--- config.mk ---
export PLATFORM = sky130hd
export DESIGN_NAME = joy_serial_scanner
export DESIGN_NICKNAME = d
export VERILOG_FILES = /design/src/rtl/joy_serial_scanner.sv
export SDC_FILE = /design/constraint.sdc
export NUM_CORES = 1
export LEC_CHECK = 0
export CAP_MARGIN = 40
export CORE_MARGIN = 2
export CORE_UTILIZATION = 55
export CTS_CLUSTER_SIZE = 40
export DETAILED_ROUTE_END_ITERATION = 8
export PLACE_DENSITY = 0.78
export SYNTH_ARGS = -nofsm -noshare
export SYNTH_HDL_FRONTEND = slang
export SYNTH_SLANG_ARGS = --single-unit
--- constraint.sdc ---
create_clock -name clk -period 2.2 [get_ports clk]
set_input_delay 0.22 -clock clk [delete_from_list [all_inputs] [get_ports clk]]
set_output_delay 0.22 -clock clk [all_outputs]
set_load 0.02 [all_outputs]
--- src/rtl/joy_serial_scanner.sv ---
// Serial joystick/button scanner for 74HC165-style parallel-in/serial-out chains.
// Loads the chain, clocks NCHAN*BITS bits out MSB-first, inverts the active-low pins
// and publishes them on buttons with a one-clk valid strobe. Optional two-scan filter.
module joy_serial_scanner #(
  parameter int unsigned NCHAN     = 2,
  parameter int unsigned BITS      = 8,
  parameter int unsigned CLKDIV    = 14,
  parameter int unsigned GAP_TICKS = 16,
  parameter bit          FILTER    = 1'b0
) (
  input  logic                   clk,
  input  logic                   rst,
  input  logic                   enable,
  input  logic                   joy_data,
  output logic                   joy_clk,
  output logic                   joy_load_n,
  output logic [NCHAN*BITS-1:0]  buttons,
  output logic                   valid,
  output logic                   busy
);

  localparam int unsigned NBits = NCHAN * BITS;
  localparam int unsigned PreW  = $clog2(CLKDIV);
  localparam int unsigned GapW  = $clog2(GAP_TICKS + 1);
  localparam int unsigned BitW  = (NBits > 2) ? $clog2(NBits) : 1;

  typedef enum logic [2:0] {StIdle, StLoad, StShiftLo, StShiftHi, StLatch} state_e;

  state_e             state_q, state_d;
  logic [PreW-1:0]    pre_q;
  logic               tick;
  logic [GapW-1:0]    gap_q, gap_d;
  logic [BitW-1:0]    bit_q, bit_d;
  logic [NBits-1:0]   sh_q, sh_d;
  logic [NBits-1:0]   prev_q, prev_d;
  logic [NBits-1:0]   buttons_q, buttons_d;
  logic [NBits-1:0]   raw, agree;
  logic               valid_q, valid_d;
  logic               jclk_q, jclk_d;
  logic               load_n_q, load_n_d;

  assign tick = (pre_q == PreW'(CLKDIV - 1));

  // Prescaler; it pauses for the LATCH clk so the scan period includes that extra clk.
  always_ff @(posedge clk) begin
    if (rst) begin
      pre_q <= '0;
    end else if (state_q != StLatch) begin
      pre_q <= tick ? '0 : pre_q + PreW'(1);
    end
  end

  // State and datapath registers.
  always_ff @(posedge clk) begin
    if (rst) begin
      state_q   <= StIdle;
      gap_q     <= '0;
      bit_q     <= '0;
      sh_q      <= '0;
      prev_q    <= '0;
      buttons_q <= '0;
      valid_q   <= 1'b0;
      jclk_q    <= 1'b0;
      load_n_q  <= 1'b1;
    end else begin
      state_q   <= state_d;
      gap_q     <= gap_d;
      bit_q     <= bit_d;
      sh_q      <= sh_d;
      prev_q    <= prev_d;
      buttons_q <= buttons_d;
      valid_q   <= valid_d;
      jclk_q    <= jclk_d;
      load_n_q  <= load_n_d;
    end
  end

  // Next-state logic: every step except LATCH waits for a tick.
  always_comb begin
    state_d = state_q;
    gap_d   = gap_q;
    bit_d   = bit_q;
    sh_d    = sh_q;
    unique case (state_q)
      StIdle: begin
        if (tick) begin
          // The GAP_TICKS-th tick starts the scan; with enable low the counter saturates
          // so the scan begins on the first enabled tick.
          if (gap_q >= GapW'(GAP_TICKS - 1) && enable) begin
            gap_d   = '0;
            bit_d   = '0;
            state_d = StLoad;
          end else if (gap_q != GapW'(GAP_TICKS)) begin
            gap_d = gap_q + GapW'(1);
          end
        end
      end
      StLoad: begin
        if (tick) begin
          if (bit_q == BitW'(1)) begin
            bit_d   = '0;
            state_d = StShiftLo;
          end else begin
            bit_d = BitW'(1);
          end
        end
      end
      StShiftLo: begin
        if (tick) begin
          sh_d    = (sh_q << 1) | NBits'(joy_data);
          state_d = StShiftHi;
        end
      end
      StShiftHi: begin
        if (tick) begin
          if (bit_q == BitW'(NBits - 1)) begin
            state_d = StLatch;
          end else begin
            bit_d   = bit_q + BitW'(1);
            state_d = StShiftLo;
          end
        end
      end
      StLatch: state_d = StIdle;
      default: state_d = StIdle;
    endcase
  end

  // Output logic: pin strobes follow the next state so they come straight from flops.
  always_comb begin
    raw       = ~sh_q;
    agree     = ~(raw ^ prev_q);
    jclk_d    = (state_d == StShiftHi);
    load_n_d  = (state_d != StLoad);
    valid_d   = (state_q == StLatch);
    buttons_d = buttons_q;
    prev_d    = prev_q;
    if (state_q == StLatch) begin
      prev_d = raw;
      if (FILTER) begin
        buttons_d = (raw & agree) | (buttons_q & ~agree);
      end else begin
        buttons_d = raw;
      end
    end
  end

  assign joy_clk    = jclk_q;
  assign joy_load_n = load_n_q;
  assign buttons    = buttons_q;
  assign valid      = valid_q;
  assign busy       = (state_q != StIdle);

endmodule

==> flow_summary.ini <==
[sta]
rsz0062_at_grt = false
holdWs_ps = 463.4
finalClockSkew_ps = 5.369
slew_headroom_pct = 53.68
period_share_pct = 93.25
slew_violations = 0
setup_viol = 0
hold_viol = 0
fmax_mhz = 487.5
worstMarginPinSlew_ps = 694.9
period_minus_slack_ps = 2051
fin_setup_tns_ps = 0

[clock_tree]
postCtsHoldBufs = 0
numClockSinks = 51
cts_tree = yes
cts_setup_buffers = 0
path_clk_slew_ps = 90
cts_buffers = 5
clk_latency_ps = 300
cts_buffer_depth = 2
cts-root-buf = clkbuf_8
cts_resized = 0
ctsHtreeMaxLevel = 2

[route]
drc_errors = 0
drt-pass1-iter-count = 4
viasPerCell = 5.353
route.vias.total = 1772
wl_per_cell_um = 12.45
wl_mm = 4.120
ant_nets = 0
dr.first_iter.drc_count = 121

[floorplanning]
fp.dieW_um = 67.87
die_area_mm2 = 0.004606
io_pins = 24
core_mm2 = 0.003971
rows = 23
initial_utilization_pct = 56.49
die_h_um = 67.87

[place]
dp.cells = 323
postPlaceCellArea_mm2 = 0.002497
place_congestion = 0.8619
port_buffers = 23
place_hpwl_mm = 2.753

[logic_synthesis]
postSynthCellCount = 261
synth_cell_types = 53
async_reset_ff_share_pct = 0
yosys.area.top_type = dfxtp_1
syn_avg_cell_area_um2 = 8.595
netlist.area_leader.share_pct = 45.51
seq_area_frac_synth_pct = 45.51
synth-seq-cells = 51
yosys-top-cells-area = dfxtp_1 46%, a21oi_1 7.8%, nand2_1 6.7%
synth_edf_count = 0
synth_nets = 270
yosys_most_used_dff = dfxtp_1
synth_warnings = 0
syn_area_mm2 = 0.002243

[worst_setup_path]
crit_family = buffers and inverters
cpMaxStageDelayCell = clkdlybuf4s50_1
crit_type = reg -> out
endpoint_kind = output port
required_ps = 1980
crit_fanout = 10
startpoint_type = register
arrival_ps = 1830
r2r_slack_ps = 260
path_cells = nor3_2 > inv_1 > clkdlybuf4s50_1
crit_buf_inv = 2
slowest_delay_ps = 550

[global_routing]
grt_pass1_vias = 1565
grt_first_pass_wirelength_mm = 6.996
grt_overflow = 0
grt_max_degree = 40
grt_antenna_before_repair = 0
grtUsageTotal_pct = 20.01

[layout]
fin_cells = 331
final_area_mm2 = 0.002619
fin_nets = 289
layout_common_cells = 51 x dfxtp_1, 40 x nand2_1, 35 x a21oi_1
multiInputGateArea_mm2 = 0.001092
synthToLayoutAreaGrowth_pct = 16.73
drive_gt1_share_pct = 11.39
num-fill-cells = 336
seq_area_mm2 = 0.001021
mostFrequentLayoutCell = dfxtp_1
diodes = 0

[power_and_ir_drop]
irDropWorstVdd_mv = 0.4679
power.share.switching_pct = 20.15
seqPwrFrac_pct = 56.6
power_frac_clock_pct = 41.2
p_comb_share_pct = 2.3
p_switching_w = 0.0003319
cellLeakagePower_nw = 0.8864
power.internal_w = 0.001316
cellPowerDensity_mw_per_mm2 = 629.2

[job]
cap_violations = 0

[hold_path]
hp-class = reg -> reg

[outcome]
outcome = complete, no violations
## cells in the mapped netlist, types with 2 or more instances
| master | number |
|---|---|
| a211oi_1 | 6 |
| a21oi_1 | 35 |
| a31oi_1 | 3 |
| a32oi_1 | 2 |
| and3_1 | 3 |
| buf_2 | 5 |
| buf_4 | 2 |
| buf_6 | 2 |
| clkbuf_1 | 7 |
| dfxtp_1 | 51 |
| ha_1 | 5 |
| inv_1 | 11 |
| mux2i_1 | 2 |
| nand2_1 | 40 |
| nand2_2 | 10 |
| nand3_1 | 5 |
| nand3b_1 | 3 |
| nand4_1 | 2 |
| nor2_1 | 17 |
| nor3b_1 | 3 |
| o211ai_1 | 3 |
| o21ai_0 | 4 |
| or2_0 | 7 |
| or2_2 | 3 |
| or4_1 | 2 |
## routing by layer
metal	GRT usage (%)	share of wire [%]	vias up
met2	31.37	46	32
met5	0	0	-
met3	5.592	4.4	5
met4	7.750	1.2	0
met1	26.24	48	797
li1	-	-	938
## cell families (layout without fill, tap and decap cells)
family                     after synthesis  in the layout  synth area share (%)
adders and majority gates                5              5                 2.789
buffers and inverters                   27             47                 5.800
DFF                                     51             51                 45.51
AOI/OAI and AO/OA                       64             64                 17.62
and+or+nand+nor                        111            111                 26.99
muxes                                    2              2                0.8924
xor gates and xnor gates                 1              1                0.3905
## stage by stage
stage,power (W),util [%],setup WS [ps]
finish,0.001648,65.94,148.6
detailed placement,0.0009911,62.89,318.9
CTS,0.001668,65.94,140.7
global route,0.001704,65.94,33.40
floorplan,0.0009747,-,489.4
global placement,0.0009908,62.89,350.3
## worst paths after layout
| path | from | endpoint | cells after the start |
|---|---|---|---|
| max | state_q[2] | busy | 3 |
| min | buttons[5] | buttons[5] | 2 |
| max reg2reg | gap_q[0] | gap_q[2] | 6 |
| min reg2reg | buttons[5] | buttons[5] | 2 |
## layout make-up
cell class / count / area share (%)
Sequential cell: 51 / 38.99
Clock buffer: 6 / 3.153
Timing Repair Buffer: 28 / 10.70
Clock inverter: 2 / 1.481
Inverter: 11 / 1.577
Tap cell: 50 / 2.389
Multi-Input combinational cell: 183 / 41.71
## power by group through the flow
| stage | registers (W) | clock network (W) | logic, W |
|---|---|---|---|
| 6_report | 0.000932 | 0.000678 | 0.0000374 |
| 2_1_floorplan | 0.000952 | 0 | 0.0000224 |
| 5_1_grt | 0.000933 | 0.000730 | 0.0000409 |
| 3_3_place_gp | 0.000953 | 0 | 0.0000374 |
| 3_5_place_dp | 0.000954 | 0 | 0.0000374 |
| 4_1_cts | 0.000932 | 0.000698 | 0.0000375 |
## worst register-to-register path, delay by kind of cell (launching register included)
kind	cells	cell delay, ps
AO/OA/AOI/OAI	3	840
adder cells (fa/ha/maj)	2	460
flip-flops	1	360
AND/OR/NAND/NOR	1	200
## state kept, by name, summed over array words and instances (netlist names)
register / flops
pre_q: 4
buttons: 16
joy_load_n: 1
bit_q: 4
sh_q: 16
valid: 1
gap_q: 5
joy_clk: 1
state_q: 3
(Power assumes the default switching activity.)
